<file path="src/rtl/ll_fifo_reader.sv">
// Drains a shared linked-list FIFO into a 2-entry output buffer, picking among
// the eligible logical queues round-robin. Each word is tagged with its queue index.
module ll_fifo_reader #(
  parameter int unsigned WIDTH     = 8,
  parameter int unsigned NUM_FIFOS = 2,
  parameter int unsigned ID_WIDTH  = $clog2(NUM_FIFOS)
) (
  input  logic                 clk,
  input  logic                 rst,
  input  logic                 en,
  input  logic [NUM_FIFOS-1:0] fifo_mask,
  input  logic [NUM_FIFOS-1:0] fifo_empty,
  output logic [NUM_FIFOS-1:0] fifo_pop,
  input  logic [WIDTH-1:0]     fifo_data,
  output logic                 out_valid,
  input  logic                 out_ready,
  output logic [WIDTH-1:0]     out_data,
  output logic [ID_WIDTH-1:0]  out_id,
  output logic [15:0]          drained_count
);

  logic [NUM_FIFOS-1:0] elig;
  logic [ID_WIDTH-1:0]  last_q;
  logic [ID_WIDTH-1:0]  grant_id;
  logic                 grant_vld;
  logic                 credit_ok;
  logic                 pop_fire;
  logic                 accept;

  logic                 inflight_q;
  logic [ID_WIDTH-1:0]  inflight_id_q;
  logic [WIDTH-1:0]     buf_data_q [2];
  logic [ID_WIDTH-1:0]  buf_id_q   [2];
  logic                 wr_ptr_q;
  logic                 rd_ptr_q;
  logic [1:0]           cnt_q;
  logic [15:0]          drained_q;

  assign elig = ~fifo_empty & fifo_mask;

  // Credit counts only registered occupancy, so out_ready never reaches fifo_pop.
  assign credit_ok = ({1'b0, cnt_q} + {2'b00, inflight_q}) < 3'd2;

  always_comb begin
    int unsigned idx;
    grant_vld = 1'b0;
    grant_id  = '0;
    idx       = 0;
    for (int unsigned k = 1; k <= NUM_FIFOS; k++) begin
      idx = 32'(last_q) + k;
      if (idx >= NUM_FIFOS) idx = idx - NUM_FIFOS;
      if (!grant_vld && elig[ID_WIDTH'(idx)]) begin
        grant_vld = 1'b1;
        grant_id  = ID_WIDTH'(idx);
      end
    end
  end

  assign pop_fire = grant_vld && credit_ok && en && !rst;

  always_comb begin
    fifo_pop = '0;
    if (pop_fire) fifo_pop[grant_id] = 1'b1;
  end

  assign out_valid     = (cnt_q != 2'd0);
  assign out_data      = buf_data_q[rd_ptr_q];
  assign out_id        = buf_id_q[rd_ptr_q];
  assign accept        = out_valid && out_ready;
  assign drained_count = drained_q;

  always_ff @(posedge clk) begin
    if (rst) begin
      last_q        <= ID_WIDTH'(NUM_FIFOS - 1);
      inflight_q    <= 1'b0;
      inflight_id_q <= '0;
      wr_ptr_q      <= 1'b0;
      rd_ptr_q      <= 1'b0;
      cnt_q         <= '0;
      drained_q     <= '0;
      for (int unsigned i = 0; i < 2; i++) begin
        buf_data_q[i] <= '0;
        buf_id_q[i]   <= '0;
      end
    end else begin
      if (pop_fire) last_q <= grant_id;
      inflight_q    <= pop_fire;
      inflight_id_q <= grant_id;
      if (inflight_q) begin
        buf_data_q[wr_ptr_q] <= fifo_data;
        buf_id_q[wr_ptr_q]   <= inflight_id_q;
        wr_ptr_q             <= ~wr_ptr_q;
      end
      if (accept) begin
        rd_ptr_q  <= ~rd_ptr_q;
        drained_q <= drained_q + 16'd1;
      end
      cnt_q <= cnt_q + {1'b0, inflight_q} - {1'b0, accept};
    end
  end

endmodule

</file>
<file path="config.mk">
export PLATFORM = sky130hd
export DESIGN_NAME = ll_fifo_reader
export DESIGN_NICKNAME = d
export VERILOG_FILES = /design/src/rtl/ll_fifo_reader.sv
export SDC_FILE = /design/constraint.sdc
export NUM_CORES = 1
export LEC_CHECK = 0
export ABC_AREA = 1
export BUFFER_PORTS_ARGS = -buffer_cell sky130_fd_sc_hd__buf_2
export CORE_MARGIN = 4
export CORE_UTILIZATION = 53
export DETAILED_ROUTE_END_ITERATION = 7
export GPL_TIMING_DRIVEN = 0
export HOLD_SLACK_MARGIN = 0.06
export PLACE_DENSITY = 0.78
export SLEW_MARGIN = 10
export SYNTH_ARGS = -nofsm -noshare
export SYNTH_HDL_FRONTEND = slang
export SYNTH_SLANG_ARGS = --single-unit
</file>
<file path="constraint.sdc">
create_clock -name clk -period 1.8 [get_ports clk]
set_input_delay 0.18 -clock clk [delete_from_list [all_inputs] [get_ports clk]]
set_output_delay 0.18 -clock clk [all_outputs]
set_load 0.01 [all_outputs]
</file>
# [Word level (Yosys, flattened, before mapping)]
# Memories as Yosys holds them, arrays and structs flattened. A register that Yosys moved wholly into a read port is not among the register bits.
# Index checks and enable logic that the tools add are counted.
[totals] register_bits=23 ram_bits=18 input_bits=16 output_inout_bits=28 elab_cells=67 mem_count=2
[memory_table] name="buf_data_q" depth=2 width=8 read_ports=1 rd_ports_with_merged_regs=1 write_ports=2 line_no="32" rtl="logic [WIDTH-1:0] buf_data_q [2];"
[memory_table] name="buf_id_q" depth=2 width=1 read_ports=1 rd_ports_with_merged_regs=1 write_ports=2 line_no="33" rtl="logic [ID_WIDTH-1:0] buf_id_q [2];"
[classes] n_addsub=8 n_lt_le_gt_ge=7 mux=28 bitwise=4 n_reduce_logical=11
[ops] op="$mux W1" count=25
[ops] op="$add A16 B1 Y16 const B" count=1
[ops] op="$mux W8" count=1
[ops] op="$reduce_or A8 Y1" count=1
[ops] op="$logic_and A1 B1 Y1" count=6
[ops] op="$lt A1 B2 Y1 const B" count=3
[ops] op="$add A1 B2 Y3 const B" count=1
[ops] op="$add A2 B1 Y3" count=1
[ops] op="$ge A3 B2 Y1 const B" count=1
[ops] op="$lt A3 B2 Y1 const B" count=1
[ops] op="$add A1 B1 Y2 const B" count=1
[ops] op="$add A2 B1 Y2" count=1
[ops] op="$and A2 B2 Y2" count=1
[ops] op="$ge A2 B2 Y1 const B" count=1
[ops] op="$logic_not A1 Y1" count=2
[ops] op="$mux W2" count=1
[ops] op="$not A1 Y1" count=2
[ops] op="$not A2 Y2" count=1
[ops] op="$reduce_bool A2 Y1" count=1
[ops] op="$sub A1 B1 Y1 const B" count=2
[ops] op="$sub A2 B1 Y2" count=1
[ops] op="$demux W1 S1" count=1
[ops] op="$ge A1 B1 Y1 const B" count=1
[ops] op="$reduce_or A1 Y1" count=1

# [Longest topological paths before layout]
[logic_depth] ltp_word=14 depth_mapped=9

# [Worst setup path after synthesis]
# OpenSTA, ideal clock, no wires.
[synth_path] kind="register to register" start="register cnt_q[0]" end="register cnt_q[1]" setup_ns=0.121 arrival_ns=1.476 path_slack_ns=0.203 path_stages_with_launch=10 path_buffers=1 synth_period_minus_slack_ns=1.597 cell_sequence="dfxtp_1 -> nor2_2 -> nor2_4 -> buf_4 -> ha_1 -> inv_1 -> ha_1 -> xnor2_1 -> o21ai_0 -> a21oi_1"
[synth_via] elab_chain_cells=3 elab_cells_between_ends=4 classes_between="add/sub: 2; reduce/logical: 2"
[synth_rtl] element="from (decl)" line_no="36" rtl="logic [1:0] cnt_q;"
[synth_rtl] element="from (signal assigned)" line_no="98" rtl="cnt_q <= cnt_q + {1'b0, inflight_q} - {1'b0, accept};"
[synth_rtl] element="$reduce_bool A2 Y1" line_no="66" rtl="assign out_valid = (cnt_q != 2'd0);"
[synth_rtl] element="$logic_and A1 B1 Y1" line_no="69" rtl="assign accept = out_valid && out_ready;"
[synth_rtl] element="named net accept" line_no="28" rtl="logic accept;"
[synth_rtl] element="$sub A2 B1 Y2" line_no="98"
# The timed path passes the listed nets, and every way through them passes these cells.
# A chain may end at the register's enable or synchronous reset.

# [Worst setup path after layout]
# Ends and elaborated chain as after synthesis.

==> flow_metrics.tcl <==
set metrics [dict create \
    status "completed" \
    path_cells "nor2_4 > nor2_4 > buf_4 > ha_1 > inv_1 > ha_1 > xnor2_2 > o21ai_1 > a21oi_1" \
    cpPeakStageDelay_ps 360 \
    place_area_um2 2230 \
    wl_per_cell_um 11.9 \
    syn_area_um2 1960 \
    p_leak_nw 1.08 \
    crit_slowest_cell "dfxtp_1" \
    cp_data_arrival_time_ps 1920 \
    p_seq_frac 0.496 \
    syn2layout_area_growth_pct 19.3 \
    ir_worst_vdd_mv 0.681 \
    final-hold-violation-count 0 \
    core_area_um2 3440 \
    critPathMaxFanout 10 \
    die-area_um2 4740 \
    comb_power_share 0.228 \
    endpoint_kind "flip-flop" \
    drt_iter0_drc 44 \
    synth-warning-count 0 \
    wl_um 3770 \
    setup-tns-final_ps 0 \
    vias_per_cell 4.89 \
    async_reset_ff_frac 0 \
    pin_count 44 \
    drv_cap 0 \
    ys_seq_area_frac 0.521 \
    cp-start-kind "flip-flop" \
    cts_tree "built" \
    num_antenna_cells 0 \
    die-height_um 68.8 \
    instances_no_fill 317 \
    grt_pass1_wl_um 5930 \
    p_per_area_nw_per_um2 973 \
    syn_avg_cell_area_um2 8.91 \
    clock_skew_ps 6.33 \
    slew_viol_final 0 \
    antenna_found_initial 0 \
    synth_ff_type "dfxtp_1" \
    vias 1550 \
    yosys-top-cells-count "39 x nor2_1, 31 x inv_1, 29 x nand2_1" \
    start_util 0.570 \
    post-synth-top-count-cell "nor2_1" \
    clkTransAtPathRegs_ps 80 \
    synth_edf_count 18 \
    finalNetCount 289 \
    numCtsBuffers 5 \
    fin_area_um2 2340 \
    rows 21 \
    dp_hpwl_um 2780 \
    cts_setup_buffers 0 \
    crit_buf_inv 2 \
    yosysUniqueCellTypes 31 \
    finalSetupViolCount 0 \
    drt_pass1_iterations 4 \
    intPower_mw 1.57 \
    slew_headroom 0.707 \
    gp_congestion 0.771 \
    clkLatencyLatePin_ps 300 \
    critPathTopFamily "adder cells" \
    die_x_um 68.8 \
    swShare 0.309 \
    first_global_vias 1443 \
    synthTopCellsByArea "edfxtp_1 28%, dfxtp_1 25%, nor2_1 7.5%" \
    synth_top_cell_by_area "edfxtp_1" \
    p_sw_mw 0.702 \
    drc 0 \
    min_period_ps 1730 \
    fin_crit_sh 0.962 \
    netlist.area_leader.share 0.276 \
    grt_max_degree 16 \
    gr-total-overflow 0 \
    htree_levels 2 \
    drive_gt1_frac 0.299 \
    io_buffers 43 \
    cts-root-buf "clkbuf_8" \
    synthCells 220 \
    cp_data_required_time_ps 1990 \
    max_freq_ghz 0.577 \
    max_slew.worst_pin.slew_ps 440 \
    postRouteAntennaNets 0 \
    ys_seq_elements 42 \
    pwr-share-clk 0.275 \
    placed_cells 309 \
    cts_buffer_depth 2 \
    syn-num-nets 239 \
    cts_sinks 42 \
    critPathKind "flip-flop to flip-flop" \
    grt_use_total 0.171 \
    hold_path_class "input pin to flip-flop" \
]
[flip-flops by register name, indices dropped and copies added (netlist names), named ones only]
signal and count:
buf_data_q 16, buf_id_q 2, cnt_q 2, drained_count 16
inflight_id_q 1, inflight_q 1, last_q 1, rd_ptr_q 1
wr_ptr_q 1
[layout by cell type (no fill, tap or decap), types with 3 or more instances in the layout]
master | Yosys | routed
mux2_2 | 9 | 9
ha_1 | 3 | 3
o21ai_0 | 7 | 6
nand3_2 | 3 | 3
nand2_1 | 29 | 29
dfxtp_1 | 24 | 24
a21oi_1 | 13 | 13
nor2_1 | 39 | 39
nand3_1 | 12 | 12
buf_2 | 2 | 45
edfxtp_1 | 18 | 18
nor2_4 | 4 | 5
clkbuf_8 | 0 | 5
inv_1 | 31 | 31
nand2_2 | 3 | 3
[per-stage QoR]
stage	util	total power [mW]	hold WS (ps)	setup WS, ps
after floorplan	-	1.49	355	203
after global placement	0.649	1.62	436	155
after detailed placement	0.649	1.65	449	92.5
after CTS	0.676	2.26	186	72.0
after global routing	0.680	2.40	189	-15.9
final	0.680	2.28	186	67.8
[power by group through the flow]
stage | combinational (mW) | sequential (mW) | clock [mW]
after detailed placement | 0.503 | 1.14 | 0
after floorplan | 0.348 | 1.14 | 0
after CTS | 0.504 | 1.12 | 0.635
final | 0.520 | 1.13 | 0.627
after global placement | 0.484 | 1.14 | 0
after global routing | 0.575 | 1.14 | 0.684
[worst min-delay path, stage by stage]
cell    delay [ps]
buf_2           70
inv_1           40
nor2_1          80
[timing repair]
item | 4_1_cts | 5_1_grt
setup endpoints to repair | 0 | 1
resized for setup | 0 | 3
hold buffers | 0 | 0
[final cells by class]
type | count | area [um2]
Fill cell | 290 | 1100
Sequential cell | 42 | 1020
Multi-Input combinational cell | 139 | 800
Timing Repair Buffer | 43 | 215
Inverter | 34 | 128
Clock buffer | 5 | 68.8
Tap cell | 46 | 57.6
Clock inverter | 3 | 25.0
Buffer | 5 | 25.0
[layer usage]
metal | vias to the layer above | wire length, um | GRT usage
met5 | - | 0 | 0
met1 | 691 | 1600 | 0.187
li1 | 806 | - | -
met4 | 0 | 49 | 0.0584
met3 | 5 | 252 | 0.0535
met2 | 48 | 1870 | 0.311
[cell families after synthesis]
family	Yosys count	synth area share
DFF	42	0.521
xor gates and xnor gates	2	0.00894
AOI/OAI and AO/OA	24	0.0657
buffers and inverters	39	0.0779
and+or+nand+nor	101	0.256
adders and majority gates	3	0.0191
muxes	9	0.0517
[path summary, 6_finish.rpt]
check | endpoint | cells after the start | from | slack (ps)
hold reg to reg | flip-flop | 1 | rd_ptr_q | 480
setup reg to reg | cnt_q[1] | 9 | cnt_q[0] | 70
setup / recovery | cnt_q[1] | 9 | cnt_q[0] | 70
hold / removal | buf_data_q[1][6] | 3 | fifo_data[6] | 190
No activity file was read; power rests on OpenSTA's default activity.
